<file path="src/rtl/aes_pkg.sv">
// aes_pkg: shared AES-128 key-schedule constants, rcon table and sequencer state encoding
package aes_pkg;
    localparam int NR = 10;
    localparam int KW = 128;

    typedef enum logic [1:0] {
        IDLE   = 2'd0,
        EXPAND = 2'd1,
        DONE   = 2'd2
    } state_t;

    function automatic logic [31:0] rcon_of(input logic [3:0] round);
        logic [7:0] rc;
        case (round)
            4'd1:    rc = 8'h01;
            4'd2:    rc = 8'h02;
            4'd3:    rc = 8'h04;
            4'd4:    rc = 8'h08;
            4'd5:    rc = 8'h10;
            4'd6:    rc = 8'h20;
            4'd7:    rc = 8'h40;
            4'd8:    rc = 8'h80;
            4'd9:    rc = 8'h1B;
            4'd10:   rc = 8'h36;
            default: rc = 8'h00;
        endcase
        return {rc, 24'h0};
    endfunction
endpackage

</file>
<file path="src/rtl/key_expansion.sv">
// key_expansion: one combinational AES-128 key-schedule step (next round key from current key + rcon)
// Ports: rcon {rc,24'h0}; key current round key (w0 in [127:96]); expanded_key next round key.
module key_expansion (
    input  logic [31:0]  rcon,
    input  logic [127:0] key,
    output logic [127:0] expanded_key
);
    // FIPS-197 S-box, entry 0x00 in the top byte.
    localparam logic [2047:0] SBOX = {
        128'h637c777bf26b6fc53001672bfed7ab76, 128'hca82c97dfa5947f0add4a2af9ca472c0,
        128'hb7fd9326363ff7cc34a5e5f171d83115, 128'h04c723c31896059a071280e2eb27b275,
        128'h09832c1a1b6e5aa0523bd6b329e32f84, 128'h53d100ed20fcb15b6acbbe394a4c58cf,
        128'hd0efaafb434d338545f9027f503c9fa8, 128'h51a3408f929d38f5bcb6da2110fff3d2,
        128'hcd0c13ec5f974417c4a77e3d645d1973, 128'h60814fdc222a908846eeb814de5e0bdb,
        128'he0323a0a4906245cc2d3ac629195e479, 128'he7c8376d8dd54ea96c56f4ea657aae08,
        128'hba78252e1ca6b4c6e8dd741f4bbd8b8a, 128'h703eb5664803f60e613557b986c11d9e,
        128'he1f8981169d98e949b1e87e9ce5528df, 128'h8ca1890dbfe6426841992d0fb054bb16
    };

    function automatic logic [7:0] sub_byte(input logic [7:0] b);
        return SBOX[2047 - 8 * int'(b) -: 8];
    endfunction

    logic [31:0] rot, temp, n0, n1, n2, n3;

    // RotWord then SubWord on the last word, then fold in rcon.
    assign rot  = {key[23:0], key[31:24]};
    assign temp = {sub_byte(rot[31:24]), sub_byte(rot[23:16]),
                   sub_byte(rot[15:8]), sub_byte(rot[7:0])} ^ rcon;
    assign n0 = key[127:96] ^ temp;
    assign n1 = key[95:64]  ^ n0;
    assign n2 = key[63:32]  ^ n1;
    assign n3 = key[31:0]   ^ n2;
    assign expanded_key = {n0, n1, n2, n3};
endmodule

</file>
<file path="src/rtl/key_sched_ctrl.sv">
// key_sched_ctrl: sequences AES-128 key expansion, stores round keys 0..NR and streams them out
// Ports: clk/rst_n (sync active-low); start/key_in launch a schedule from IDLE;
//        busy, done, keys_ready status; rk_valid/rk_idx/rk_data stream each new round key;
//        rd_addr/rd_data combinational register-file read (0 beyond NR).
module key_sched_ctrl
    import aes_pkg::*;
(
    input  logic          clk,
    input  logic          rst_n,
    input  logic          start,
    input  logic [KW-1:0] key_in,
    output logic          busy,
    output logic          done,
    output logic          rk_valid,
    output logic [3:0]    rk_idx,
    output logic [KW-1:0] rk_data,
    input  logic [3:0]    rd_addr,
    output logic [KW-1:0] rd_data,
    output logic          keys_ready
);
    state_t        state_q, state_d;
    logic [3:0]    round_q, round_d;
    logic [KW-1:0] cur_key_q, cur_key_d;
    logic          rk_valid_q, rk_valid_d;
    logic [3:0]    rk_idx_q, rk_idx_d;
    logic [KW-1:0] rk_data_q, rk_data_d;
    logic          done_q, done_d;
    logic          ready_q, ready_d;
    logic [KW-1:0] rf_q [0:NR];
    logic          wr_en;
    logic [3:0]    wr_idx;
    logic [KW-1:0] wr_data;
    logic [31:0]   rcon;
    logic [KW-1:0] exp_key;

    assign rcon = rcon_of(round_q);

    // Step input comes only from the registered working key, so no loop is formed.
    key_expansion u_step (
        .rcon         (rcon),
        .key          (cur_key_q),
        .expanded_key (exp_key)
    );

    always_comb begin
        state_d    = state_q;
        round_d    = round_q;
        cur_key_d  = cur_key_q;
        rk_valid_d = 1'b0;
        rk_idx_d   = rk_idx_q;
        rk_data_d  = rk_data_q;
        done_d     = 1'b0;
        ready_d    = ready_q;
        wr_en      = 1'b0;
        wr_idx     = round_q;
        wr_data    = exp_key;
        case (state_q)
            IDLE: if (start) begin
                state_d    = EXPAND;
                round_d    = 4'd1;
                cur_key_d  = key_in;
                rk_valid_d = 1'b1;
                rk_idx_d   = 4'd0;
                rk_data_d  = key_in;
                ready_d    = 1'b0;
                wr_en      = 1'b1;
                wr_idx     = 4'd0;
                wr_data    = key_in;
            end
            EXPAND: begin
                cur_key_d  = exp_key;
                rk_valid_d = 1'b1;
                rk_idx_d   = round_q;
                rk_data_d  = exp_key;
                wr_en      = 1'b1;
                round_d    = round_q + 4'd1;
                state_d    = (round_q == 4'(NR)) ? DONE : EXPAND;
            end
            DONE: begin
                done_d  = 1'b1;
                ready_d = 1'b1;
                state_d = IDLE;
            end
            default: state_d = IDLE;
        endcase
    end

    always_ff @(posedge clk) begin
        if (!rst_n) begin
            state_q    <= IDLE;
            round_q    <= '0;
            cur_key_q  <= '0;
            rk_valid_q <= 1'b0;
            rk_idx_q   <= '0;
            rk_data_q  <= '0;
            done_q     <= 1'b0;
            ready_q    <= 1'b0;
            for (int i = 0; i <= NR; i++) rf_q[i] <= '0;
        end else begin
            state_q    <= state_d;
            round_q    <= round_d;
            cur_key_q  <= cur_key_d;
            rk_valid_q <= rk_valid_d;
            rk_idx_q   <= rk_idx_d;
            rk_data_q  <= rk_data_d;
            done_q     <= done_d;
            ready_q    <= ready_d;
            if (wr_en) rf_q[wr_idx] <= wr_data;
        end
    end

    assign busy       = (state_q == EXPAND);
    assign done       = done_q;
    assign rk_valid   = rk_valid_q;
    assign rk_idx     = rk_idx_q;
    assign rk_data    = rk_data_q;
    assign keys_ready = ready_q;
    assign rd_data    = (rd_addr <= 4'(NR)) ? rf_q[rd_addr] : '0;
endmodule

</file>
<file path="config.mk">
export PLATFORM = sky130hd
export DESIGN_NAME = key_sched_ctrl
export DESIGN_NICKNAME = d
export VERILOG_FILES = /design/src/rtl/aes_pkg.sv /design/src/rtl/key_expansion.sv /design/src/rtl/key_sched_ctrl.sv
export SDC_FILE = /design/constraint.sdc
export NUM_CORES = 2
export LEC_CHECK = 0
export CORE_UTILIZATION = 54
export DETAILED_ROUTE_END_ITERATION = 10
export PLACE_DENSITY = 0.78
export SYNTH_ARGS = -nofsm -noshare
export SYNTH_HDL_FRONTEND = slang
export SYNTH_SLANG_ARGS = --single-unit
</file>
<file path="constraint.sdc">
create_clock -name clk -period 7.38 [get_ports clk]
set_clock_uncertainty 0.05 [all_clocks]
set_input_delay 0.738 -clock clk [delete_from_list [all_inputs] [get_ports clk]]
set_output_delay 0.738 -clock clk [all_outputs]
set_load 0.01 [all_outputs]
</file>
# Word-level counts from Yosys, hierarchy flattened
# Memories as Yosys holds them, arrays and structs flattened. A register that Yosys moved wholly into a read port is not among the register bits.
# Cells that the tools add are included.
totals:
  romBits: 128
  input_bits: 135
  register_bits: 141
  word_cells: 62
  ramBits: 1408
  n_memories: 2
classes:
  magnitude_cmp: 1
  mux: 28
  reduce_logical: 6
  eq_ne: 4
  n_shift: 4
  n_addsub: 5
  n_bitwise: 5
mem_list:
  columns: ["memory", "words", "word_bits", "read_ports", "rd_clocked_by_memory_dff", "write_ports", "line_no", "rtl"]
  rows:
  - ["rf_q", 11, 128, 1, 0, 11, "key_sched_ctrl.sv:29", "logic [KW-1:0] rf_q [0:NR];"]
  - ["(name not given)", 16, 8, 1, 1, 0, "aes_pkg.sv:14", "case (round)"]
op_table:
  columns: ["operator", "count"]
  rows:
  - ["2055-bit by 32-bit indexed part select with 8-bit output (first input constant)", 4]
  - ["128-bit 2-to-1 mux", 5]
  - ["128-bit case mux with 2 select lines", 1]
  - ["32-bit XOR", 5]
  - ["128-bit OR reduction", 1]
  - ["11-bit by 11-bit subtractor with 12-bit output (first input constant)", 4]
  - ["4-bit 2-to-1 mux", 7]
  - ["4-bit case mux with 2 select lines", 2]
  - ["1-bit 2-to-1 mux", 8]
  - ["4-bit by 1-bit adder with 4-bit output (second input constant)", 1]
  - ["4-bit == test (second input constant)", 1]
  - ["4-bit less-or-equal comparator (second input constant)", 1]
  - ["2-bit 2-to-1 mux", 2]
  - ["1-bit case mux with 2 select lines", 2]
  - ["2-bit case mux with 2 select lines", 1]
  - ["2-bit AND reduction", 2]
  - ["2-bit nonzero test", 2]
  - ["2-bit by 1-bit == test with 1-bit output (second input constant)", 1]
  - ["2-bit == test (second input constant)", 1]
  - ["2-bit zero test", 1]
  - ["2-bit inequality test (second input constant)", 1]

# Logic depth before layout (Yosys ltp)
logic_depth:
  word_depth: 10
  depth_mapped: 17

# By module
# A second synthesis with hierarchy kept.
unflattened:
  hier_cells: 7992
  area_unflattened_um2: 83725.3
modules_own_cells:
  columns: ["module", "seq_area_each_um2", "cells_each", "instances", "area_each_um2"]
  rows:
  - ["key_sched_ctrl", 43982.2, 5602, 1, 67410.9]
  - ["key_expansion", 0.0, 2390, 1, 16314.4]

# Least setup slack after synthesis
# No wires, ideal clock.
synth_path:
  path_kind: "input -> register"
  from: "input port start"
  to: "memory rf_q[9][0] (enable)"
  stages: 5
  setup_slack_ns: 0.235
  arrival_time_ns: 6.477
  setup_ns: 0.618
  path_cell_list: "nand2b_1 > nor2_1 > nor2_1 > nor2_1 > nor2_1"
synth_rtl:
  columns: ["item", "line_no", "rtl"]
  rows:
  - ["from (decl)", "key_sched_ctrl.sv:10", "input logic start,"]
  - ["to (decl)", "key_sched_ctrl.sv:29", null]

==> reports/results.txt <==
Number of top-level pins: 399
Share of total power consumed by net switching: 47.8%
Number of buffers added to fix hold violations after cts: 0
Crit. End Element: flip-flop
Area of the die: 0.158 mm²
Post-synthesis net count: 8,263
Buf/Inv on CP: 2
Final layout net count: 8,259
Initial antenna violation count: 41
Area of the core region: 0.155 mm²
Critical register-to-register path startpoint: rk_data[16]$_SDFFE_PN0P_
Fraction of the yosys area taken by sequential cells: 51.9%
Fraction of layout instances using a drive strength above 1: 11.3%
Worst IR Drop VDD: 337 µV
Power density over the cells: 435 mW/mm²
Max-slew violations: 0
# fillers: 12,100
Terminus of the critical flop-to-flop path: rf_q[6][58]$_SDFFCE_PN0P_
Mux contribution to synthesized area: 10.1%
Post-route antenna net violation count: 0
Number of instances resized during post-cts repair: 0
Number of levels in the clock H-tree: 4
Post-CTS Setup Repair Bufs: 0
Final-report hold violation count: 0
Initial cell density of the core: 54.7%
Number of warnings issued by yosys: 0
Synth Area per Inst: 10.5 µm²
Total congestion overflow: 0
Uppermost routed layer: met5
Site Rows: 144
Met2 Wirelength: 151,000 µm
Power consumption: 41.7 mW
Area of the mapped netlist: 0.0847 mm²
Largest net degree at the start of global routing: 126
Cell type group with the largest total delay on the critical path: compound AO/OA/AOI/OAI gates
Num CTS Buffers: 157
Portion of total power attributed to combinational logic: 52.3%
Slack of the worst reg-to-reg path: 1050 ps
Result of the run: finished, final reports clean
Relative slew margins: 2.60%
Core utilization of the finished layout: 61.8%
Data required time of the worst path: 7840 ps
Area taken by multi-input logic gates: 0.0374 mm²
Depth of the worst hold-timing path: 3
Leakage power of the design: 34.1 nW
Sequential power share: 28.1%
Max capacitance violation total: 0
Total GRT Usage: 45.3%
Number of cells on the worst reg-to-reg path: 12
Parity-gate share of the synthesized area counting xor and xnor cells: 2.48%
Basic-gate share of the synthesized area counting and, or, nand and nor cells: 15.5%
Met1 WL: 123,000 µm
Fraction of synthesis flops using an asynchronous set or reset pin: 0%
Worst-path cell with the longest stage delay: a211oi_1
Worst-path cell chain: inv_1 > ha_1 > buf_4 > nor2b_1 > nor4_1 > a2111oi_0 > a211oi_1 > a211oi_1 > xnor3_1 > xor2_1 > mux2i_1 > nor2_1
Main synth FF type: edfxtp_1
Clk Latency, worst-skew pair: 830 ps
Worst hold start: rst_n
Die height: 398 µm
Number of detailed-route iterations in the first pass: 8
Fraction of the mapped netlist area in compound gates: 14.8%
Total area of sequential cells: 0.0440 mm²
Measured slew at the worst slew-check pin: 1450 ps
Post-Route Hold Slack: 382 ps
Worst path max stage delay: 1090 ps
Num Clock Sinks: 1,557
Area Growth Syn to Fin: 13.1%
Highest clock rate: 158 MHz
Detailed Route Iter0 Violations: 13,700
Ratio of routed vias to standard cells: 7.27
Internal power contribution: 21.7 mW
WS Path Type: flip-flop to flip-flop
Number of input and output port buffers inserted: 398
Maximum fanout along the worst path: 13
Switching power total: 19.9 mW
Final worst path period share: 85.8%
Clk pin slew, worst setup/hold paths: 60 ps
Post-synthesis share of cell area spent on full adders, half adders and majority gates: 0.987%
TritonCTS clock tree: done
Number of enable flip-flop cells after synthesis: 1,280
Unrepaired setup endpoints after global routing: false
Sum of net half-perimeters after detailed placement: 232,000 µm
Number of standard cells after synthesis: 8,062
Number of storage elements in the synthesis netlist: 1,557
Die W: 398 µm
Post-detailed-route DRC marker count: 0
Final GP Congestion: 1.04
Routed wire length: 368,000 µm
Max clock buf depth: 3
Setup TNS: 0 ps
Cell type with the highest occurrence count on the critical path: a211oi_1
Destination of the worst hold path: rf_q[10][117]$_SDFFE_PN0P_
Per-cell routed wire length: 35.9 µm
Data arrival, critical path: 6790 ps
Class of the worst hold path: input port to flip-flop
Via count of the first global-routing pass: 69,800
Kind of start point of the critical path: flip-flop
Post-layout minimum cycle time: 6330 ps
Met3 wire length: 67,300 µm
First-pass GRT wire length: 514,000 µm
Fraction of power consumed by the clock network: 19.6%
Cell at the root of the clock tree: clkbuf_16
Largest family of logic cells by synthesized area: simple AND/OR/NAND/NOR gates
Distinct cell type count of the synthesized netlist: 106
Via count: 74,600
Final setup fails: 0
registers in the layout (all words and copies together) (netlist names), 2 cells and up:
register and count:
rcon 8, rf_q 1408, rk_data 128, rk_idx 4, round_q 4, state_q 2
cell families (layout without fill, tap and decap cells):
| family | after synthesis | count (layout) |
|---|---|---|
| xor+xnor | 199 | 199 |
| fa+ha+maj | 67 | 67 |
| buf+inv | 915 | 1043 |
| simple gates | 2946 | 2946 |
| compound gates | 1889 | 1889 |
| flops | 1557 | 1557 |
| mux | 489 | 489 |
| other cells | 0 | 19 |
worst max path at each step:
stage | start | end | slack [ps] | cells past startpoint
5_1_grt | rk_data[16]$_SDFFE_PN0P_ | rf_q[6][58]$_SDFFCE_PN0P_ | 1000 | 12
3_3_place_gp | rk_data[16]$_SDFFE_PN0P_ | rf_q[7][58]$_SDFFCE_PN0P_ | 1580 | 12
6_report | rk_data[16]$_SDFFE_PN0P_ | rf_q[6][58]$_SDFFCE_PN0P_ | 1050 | 12
3_5_place_dp | rk_data[16]$_SDFFE_PN0P_ | rf_q[6][58]$_SDFFCE_PN0P_ | 1560 | 12
2_1_floorplan | start | rf_q[9][0]$_DFFE_PP_ | 240 | 5
4_1_cts | rk_data[16]$_SDFFE_PN0P_ | rf_q[6][58]$_SDFFCE_PN0P_ | 1540 | 12
metrics by stage:
step           setup WS, ps  cell area [µm²]  instances
2_1_floorplan           235            84700       8062
3_3_place_gp           1580            90600       9942
3_5_place_dp           1560            90600       9942
4_1_cts                1540            95800      10200
5_1_grt                1000            95800      10200
6_report               1050            95800      10300
cell type report:
type	count	share of cell area, %
Antenna cell	19	0.0496
Clock buffer	216	4.51
Clock inverter	75	0.906
Inverter	104	0.414
Multi-Input combinational cell	5590	39.0
Sequential cell	1557	45.9
Tap cell	2044	2.67
Timing Repair Buffer	648	6.50
routing by layer:
layer  GRT usage (%)  vias up
met1            57.3    36000
li1                -    29800
met4            26.3       54
met5               0        -
met3            21.2     1430
met2            63.4     7227
power by group through the flow:
stage	Combinational [mW]	Clock [mW]	Sequential [mW]
floorplan	11.9	0	11.3
global placement	20.4	0	11.8
detailed placement	20.4	0	11.8
CTS	20.6	8.10	11.6
global route	22.2	8.42	11.8
finish	21.8	8.17	11.7
worst register-to-register path, stage by stage, from the launching register on:
cell and delay [ps]:
dfxtp_1 380, inv_1 250, ha_1 530, buf_4 310, nor2b_1 590, nor4_1 150
a2111oi_0 310, a211oi_1 130, a211oi_1 1090, xnor3_1 830, xor2_1 310, mux2i_1 950
nor2_1 140
Yosys cell counts (44+ instances only):
library cell / n / area [µm²]
a211oi_1: 83 / 623
a21o_1: 48 / 360
a21oi_1: 303 / 1520
a311oi_1: 44 / 385
a31oi_1: 107 / 669
and2_1: 115 / 719
buf_1: 77 / 289
buf_2: 95 / 475
clkbuf_1: 637 / 2390
dfxtp_1: 277 / 5550
edfxtp_1: 1280 / 38400
ha_1: 66 / 826
inv_1: 95 / 357
mux2i_1: 184 / 1840
mux4_2: 290 / 6530
nand2_1: 621 / 2330
nand2b_1: 123 / 769
nand3_1: 145 / 726
nor2_1: 1364 / 5120
nor2b_1: 109 / 682
nor3_1: 230 / 1150
o211ai_1: 193 / 1450
o21ai_0: 573 / 2870
or3_1: 58 / 363
xnor2_1: 129 / 1130
xor2_1: 44 / 385
layout by cell type, fill, tap and decap left out, drive strengths merged, types with 21 or more instances in the layout:
master         count
nor2            1366
edfxtp          1280
nand2            621
o21ai            589
clkdlybuf4s50    393
a21oi            303
mux4             290
dfxtp            277
buf              255
nor3             232
clkbuf           216
o211ai           193
mux2i            185
nand3            145
xnor2            130
nand2b           124
and2             117
nor2b            109
a31oi            107
inv              103
a211oi            83
ha                66
clkinv            59
or3               58
a21o              49
xor2              44
a311oi            44
a22oi             40
o311ai            38
o21a              33
a221oi            33
or2               32
and3              30
a2111oi           30
a211o             28
o31ai             26
nand3b            22
nor4              22
xnor3             21
No activity file was read; power rests on OpenSTA's default activity.
